===== src/rtl/spi_flash_arbiter.sv =====
// spi_flash_arbiter: round-robin, whole-transaction sharing of one SPI byte engine between two sequencers
module spi_flash_arbiter #(
    parameter int CS_HIGH_CYCLES = 4,
    parameter int HOLD_TIMEOUT = 1024
) (
    input  logic       CLK,
    input  logic       RST,
    output logic       SPI_Start_Sig,
    output logic [8:0] SPI_Data,
    input  logic       SPI_Done_Sig,
    input  logic [7:0] SPI_Rdata,
    input  logic       C0_Req,
    output logic       C0_Grant,
    input  logic       C0_Start,
    input  logic [8:0] C0_Data,
    output logic       C0_Done,
    output logic [7:0] C0_Rdata,
    output logic       C0_Abort,
    input  logic       C1_Req,
    output logic       C1_Grant,
    input  logic       C1_Start,
    input  logic [8:0] C1_Data,
    output logic       C1_Done,
    output logic [7:0] C1_Rdata,
    output logic       C1_Abort
);
    localparam logic [1:0] IDLE = 2'd0, HOLD = 2'd1, BUSY = 2'd2, GAP = 2'd3;
    logic [1:0] state;
    logic owner, last, granted, own_req, own_start, pick, done;
    logic [8:0] own_data;
    logic [15:0] hold_cnt;
    logic [7:0] gap_cnt;
    always_comb begin
        own_req = owner ? C1_Req : C0_Req;
        own_start = owner ? C1_Start : C0_Start;
        own_data = owner ? C1_Data : C0_Data;
        granted = (state == HOLD) || (state == BUSY);
        pick = (C0_Req && C1_Req) ? ~last : C1_Req;
        done = (state == BUSY) && SPI_Done_Sig;
        SPI_Start_Sig = granted && own_start;
        SPI_Data = granted ? own_data : 9'h1FF;
        C0_Grant = granted && !owner;
        C1_Grant = granted && owner;
        C0_Done = done && !owner;
        C1_Done = done && owner;
    end
    // a release with Req low is a normal handover; only a stalled requester is aborted
    always_ff @(posedge CLK or posedge RST) begin
        if (RST) begin
            state <= IDLE;
            owner <= 1'b0;
            last <= 1'b1;
            hold_cnt <= '0;
            gap_cnt <= '0;
            C0_Abort <= 1'b0;
            C1_Abort <= 1'b0;
            C0_Rdata <= '0;
            C1_Rdata <= '0;
        end else begin
            C0_Abort <= 1'b0;
            C1_Abort <= 1'b0;
            case (state)
                IDLE: if (C0_Req || C1_Req) begin
                    owner <= pick;
                    last <= pick;
                    hold_cnt <= '0;
                    state <= HOLD;
                end
                HOLD: if (own_start) state <= BUSY;
                else if (!own_req || hold_cnt == 16'(HOLD_TIMEOUT - 1)) begin
                    state <= GAP;
                    gap_cnt <= '0;
                    C0_Abort <= own_req && !owner;
                    C1_Abort <= own_req && owner;
                end else if (hold_cnt != 16'hFFFF) hold_cnt <= hold_cnt + 16'd1;
                BUSY: if (SPI_Done_Sig) begin
                    state <= HOLD;
                    hold_cnt <= '0;
                    if (owner) C1_Rdata <= SPI_Rdata;
                    else C0_Rdata <= SPI_Rdata;
                end
                default: if (gap_cnt == 8'(CS_HIGH_CYCLES - 1)) state <= IDLE;
                else gap_cnt <= gap_cnt + 8'd1;
            endcase
        end
    end
endmodule


===== config.mk =====
export PLATFORM = sky130hd
export DESIGN_NAME = spi_flash_arbiter
export DESIGN_NICKNAME = d
export VERILOG_FILES = /design/src/rtl/spi_flash_arbiter.sv
export SDC_FILE = /design/constraint.sdc
export NUM_CORES = 1
export LEC_CHECK = 0
export BUFFER_PORTS_ARGS = -buffer_cell sky130_fd_sc_hd__buf_4
export CELL_PAD_IN_SITES_DETAIL_PLACEMENT = 0
export CELL_PAD_IN_SITES_GLOBAL_PLACEMENT = 1
export CORE_MARGIN = 10
export CORE_UTILIZATION = 42
export CTS_BUF_LIST = sky130_fd_sc_hd__clkbuf_2 sky130_fd_sc_hd__clkbuf_4 sky130_fd_sc_hd__clkbuf_8
export DETAILED_ROUTE_END_ITERATION = 16
export PLACE_DENSITY_LB_ADDON = 0.1
export SLEW_MARGIN = 10
export SYNTH_ARGS = -nofsm -noshare
export SYNTH_HDL_FRONTEND = slang
export SYNTH_SLANG_ARGS = --single-unit

===== constraint.sdc =====
create_clock -name CLK -period 2.9 [get_ports CLK]
set_input_delay 0.58 -clock CLK [delete_from_list [all_inputs] [get_ports CLK]]
set_output_delay 0.58 -clock CLK [all_outputs]
set_load 0.01 [all_outputs]

==> flow_summary.toml, run 1 <==
[final_layout]
multi_input_area_mm2 = 0.00135
final_layout_size_suffix_gt1_share_pct = 31.1
fin_cells = 403
antennaDiodeCount = 0
fillerInstances = 562
nets = 368
syn_to_final_growth_pct = 23.9
final_util_pct = 53.8
seqCellArea_mm2 = 0.00115

[clock_tree]
cts_root_buf = "clkbuf_8"
post_cts_buffers = 0
path_clk_slew_ns = 0.09
cts_made_buffers = 5
cts_resized = 0
cts_tree = "done"
clockBufferDepth = 2
hold_buffers = 0
h-tree-depth = 2
cts_num_sinks = 46
clock_latency_ns = 0.30

[synth]
synth_xor_area_share_pct = 1.02
synth-edff-count = 0
synth_flop_cell = "dfrtp_1"
synth.distinct_cells = 62
yosys-mux-area-fraction_pct = 9.91
synthAdderAreaFrac_pct = 3.38
synth_seq_area_share_pct = 44.5
synth_compound_area_share_pct = 17.0
syn_area_mm2 = 0.00259
syn_nets = 302
syn_area_per_cell_um2 = 9.88
synth_top_family_by_area = "simple AND/OR/NAND/NOR gates"
synth-simple-area-share_pct = 20.6
async_flop_share_pct = 100
syn_inst = 262
ys_warn_count = 0
ys_seq_elements = 46

[placement]
place_ws_ns = 0.689
dp.cells = 396
dp_hpwl_mm = 4.67
io_buffers = 64
gp_congestion = 0.787

[grt]
grt_pass1_vias = 2126
grt-ovfl-total = 0
grt.total_usage_pct = 12.7
grt_first_pass_wirelength_mm = 10.6
grt_antenna_before_repair = 0
grt_max_degree = 47

[worst_setup_path]
r2r_cells = 7
reg2reg_slack_ns = 0.66
critPathKind = "reg2out"
crit_path_end_kind = "primary output"
worstPathRequired_ns = 2.32
start_kind = "flop"
worstPathMaxFanout = 9
cp.arrival_ns = 1.92

[die]
die-width_um = 98.5
pin_count = 65
die-area_mm2 = 0.00970
coreArea_mm2 = 0.00596
start_util_pct = 43.4
die_h_um = 98.5
rows = 28

[sta]
rsz0062_at_grt = "no"
clock_skew_ns = 0.00725
post-route-period-util_pct = 86.1
tns_ns = 0
drv_slew = 0
slew_headroom_pct = 60.4
min_period_ns = 2.50
hold_violations = 0
clock.fmax_mhz = 401
hold-worst-slack_ns = 0.438
setup_viol = 0
setup_slack_ns = 0.404
tightestPinTransition_ns = 0.595

[routing]
wirelength_mm = 6.26
drtAntennaViolNets = 0
routed_via_density = 5.32
drt_drc_violations_left = 0
first_iter_violations = 140
vias = 2143
dr.pass1.iters = 4
avgRoutedWirePerCell_um = 15.5

[run_status]
run_status = "finished, final reports clean"

[power]
leakagePower_nw = 1.53
p_per_area_mw_per_mm2 = 952
peakVddDrop_mv = 0.436

[run]
drv_cap = 0

[min_path]
hold_path.class = "in2async"
## metrics by stage
stage	total power [mW]	area, um^2
2_1_floorplan	2.11	2590
3_3_place_gp	2.68	3130
3_5_place_dp	2.71	3130
4_1_cts	3.09	3210
5_1_grt	3.31	3210
6_report	3.05	3210
## flip-flops by register name, summed over array words and instances (netlist names)
signal / cells
gap_cnt: 8
state: 2
C0_Rdata: 8
hold_cnt: 16
C1_Abort: 1
C1_Rdata: 8
C0_Abort: 1
owner: 1
last: 1
## synthesized netlist by cell type, drive strengths merged, types with 4 or more instances
library cell  instances  area, um^2
nand3                12        60.1
and3                  5        33.8
a22o                  4        35.0
ha                    7        87.6
a31oi                 8        50.1
clkbuf                5        28.8
nor2b                 4        32.5
inv                   8        30.0
nor3                  7        35.0
nor2                 10        37.5
nand2                52         198
mux2i                12         133
mux2                 11         124
a21oi                14        81.3
o21ai                 9        45.0
dfrtp                45        1130
## cell type report
type / instances / area share, %
clock buffer: 5 / 2.15
sequential: 46 / 35.9
inverter: 9 / 1.05
tap: 75 / 2.93
clock inverter: 2 / 0.312
multi-input combinational: 199 / 41.9
timing repair buffer: 67 / 15.7
## report_power, final
| part | internal [mW] | switching (mW) |
|---|---|---|
| registers | 0.846 | 0.176 |
| logic | 0.778 | 0.878 |
| clock network | 0.162 | 0.213 |
| total | 1.79 | 1.27 |
## cells in the final DEF, fill, tap and decap left out, drive strengths merged, types with 3 or more instances in the layout
cell type | Yosys | final
a21oi | 14 | 14
a22o | 4 | 4
a31oi | 8 | 8
and3 | 5 | 5
and4 | 3 | 3
buf | 3 | 67
clkbuf | 5 | 5
clkinv | 1 | 3
dfrtp | 45 | 45
ha | 7 | 7
inv | 8 | 8
mux2 | 11 | 11
mux2i | 12 | 12
nand2 | 52 | 52
nand3 | 12 | 12
nor2 | 10 | 10
nor2b | 4 | 4
nor3 | 7 | 7
o21ai | 9 | 9
o2bb2ai | 3 | 3
or3 | 3 | 3
## final timing paths
kind | start | endpoint
max in group asynchronous | RST | C0_Rdata[2]
min in group CLK | C1_Start | C1_Abort
min | RST | C1_Rdata[5]
max | state[0] | C0_Done
min reg2reg | C0_Rdata[2] | C0_Rdata[2]
max reg2reg | state[0] | hold_cnt[9]
## per-layer routing
metal	global-route usage, %	share of wire (%)	vias to the layer above
met5	0	0	-
met4	3.31	0.99	0
met3	5.87	10	7
met2	16.8	38	73
met1	18.0	51	980
li1	-	-	1083
## worst max-delay path, cell delays in order, from the launching register on
cell	delay, ns
dfrtp_1	0.42
inv_1	0.09
ha_1	0.25
nand3b_1	0.29
clkinv_1	0.33
buf_4	0.24
## cell families (layout without fill, tap and decap cells)
logic type      Yosys count  count (layout)
compound gates           60              60
xor+xnor                  3               3
fa+ha+maj                 7               7
buf+inv                  17              83
flops                    46              46
mux                      23              23
simple gates            106             106
Power figures use the tool's default switching activity.
==> run 2, diff against run 1 <==
==> constraint.sdc (replaced) <==
create_clock -name CLK -period 2.9 [get_ports CLK]
set_input_delay 0.58 -clock CLK [delete_from_list [all_inputs] [get_ports CLK]]
set_output_delay 0.58 -clock CLK [all_outputs]
set_load 0.05 [all_outputs]
==> run 2 against run 1 <==
Sequential share of layout area shrank 0.37 points. First-iteration DRC count shrank 29%. Worst setup slack gained 0.15 ns. Via count grew 0.70%. Final cell count is the same. Largest cell class unchanged.
==> flow_summary.toml, run 2 (synthesis gave the netlist of run 1 again) <==
[clock_tree]
cts_tree = "done"
cts_made_buffers = 5
post_cts_buffers = 0
clock_latency_ns = 0.30
cts_num_sinks = 46
cts_resized = 0
path_clk_slew_ns = 0.08
clockBufferDepth = 2
hold_buffers = 0
h-tree-depth = 2
cts_root_buf = "clkbuf_8"

[final_layout]
fillerInstances = 551
layout_common_cells = "67 x buf_4, 51 x nand2_1, 45 x dfrtp_1"
largest_register = "hold_cnt"
mostFrequentLayoutCell = "buf_4"
syn_to_final_growth_pct = 25.2
largest_reg_flops = 16
antennaDiodeCount = 0
final_layout_size_suffix_gt1_share_pct = 31.1
nets = 368

[worst_setup_path]
crit_top_cell = "inv_1"
crit_path_start = "state[0]"
crit_buf_inv = 3
crit_chain = "inv_1, ha_1, nand3_1, inv_1, buf_4"
crit_path_end_kind = "primary output"
crit_family = "buffers and inverters"
worstPathRequired_ns = 2.32
start_kind = "flop"
cpMaxStageDelayCell = "dfrtp_1"
worstPathMaxFanout = 9
critPathMaxStageDelay_ns = 0.43
rr_startpoint = "hold_cnt[0]"
cp.arrival_ns = 1.77
critPathKind = "reg2out"

[grt]
grt-ovfl-total = 0
grt_pass1_vias = 2108
grt_first_pass_wirelength_mm = 10.2
grt_max_degree = 47
grt_antenna_before_repair = 0
grt.total_usage_pct = 12.3

[placement]
place_ws_ns = 0.728
gp_congestion = 0.806
dp_hpwl_mm = 4.58
io_buffers = 64

[sta]
clock_skew_ns = 0.00582
rsz0062_at_grt = "no"
drv_slew = 0
slew_headroom_pct = 36.0
post-route-period-util_pct = 80.9
setup_slack_ns = 0.553
min_period_ns = 2.35
tightestPinTransition_ns = 0.959
hold-worst-slack_ns = 0.460
setup_viol = 0
clock.fmax_mhz = 426
hold_violations = 0
tns_ns = 0

[die]
die-area_mm2 = 0.00970
rows = 28
coreArea_mm2 = 0.00596
pin_count = 65
die-width_um = 98.5
die_h_um = 98.5
start_util_pct = 43.4

[run_status]
run_status = "finished, final reports clean"

[min_path]
hold_path.class = "in2reg"
hold_start = "C1_Start"

[run]
drv_cap = 0

[routing]
drtAntennaViolNets = 0
wirelength_mm = 6.07
routed_via_density = 5.35
dr.pass1.iters = 4
drt_drc_violations_left = 0
vias = 2158
avgRoutedWirePerCell_um = 15.1
first_iter_violations = 100

[power]
p_per_area_mw_per_mm2 = 1190
peakVddDrop_mv = 0.882
power_mw = 3.85
leakagePower_nw = 1.55
run 2: cell count changes in the layout (fill, tap and decap cells not counted), sizes merged:
| cell | previous run | this run |
|---|---|---|
| bufinv | 0 | 1 |
| clkbuf | 5 | 6 |
| clkinv | 3 | 1 |
run 2: area by class of cell:
| class | count | area, um^2 | share of cell area (%) |
|---|---|---|---|
| clock buffers | 6 | 82.6 | 2.55 |
| clock inverters | 1 | 30.0 | 0.927 |
| inverters | 9 | 33.8 | 1.04 |
| multi-input cells | 199 | 1350 | 41.5 |
| flip-flops and latches | 46 | 1150 | 35.6 |
| well taps | 75 | 93.8 | 2.90 |
| repair buffers | 67 | 503 | 15.5 |
run 2: metrics by stage:
step / instance area [um^2] / cells / utilization, %
floorplan: 2590 / 262 / -
global placement: 3130 / 396 / 52.5
detailed placement: 3130 / 396 / 52.5
CTS: 3240 / 403 / 54.4
global route: 3240 / 403 / 54.4
finish: 3240 / 403 / 54.4
run 2: path summary, 6_finish.rpt:
| kind | end | slack, ns | cells after the start |
|---|---|---|---|
| hold / removal | C1_Abort | 0.46 | 2 |
| setup reg to reg | gap_cnt[1] | 0.72 | 6 |
| setup / recovery | C1_Done | 0.55 | 5 |
| max in group asynchronous | C1_Rdata[2] | 1.81 | 2 |
| hold reg to reg | C0_Rdata[1] | 0.48 | 2 |
| min in group asynchronous | hold_cnt[15] | 0.50 | 2 |
run 2: metal layers:
metal,part of all wire (%),vias up,GRT usage (%)
met1,49,994,16.3
met5,0,-,0
met2,38,74,16.7
li1,-,1085,-
met4,1.0,0,3.31
met3,12,5,6.70
run 2: report_power, final:
part	internal, mW	switching, mW
sequential	0.846	0.168
clock	0.276	0.210
combinational	0.797	1.55
total	1.92	1.93
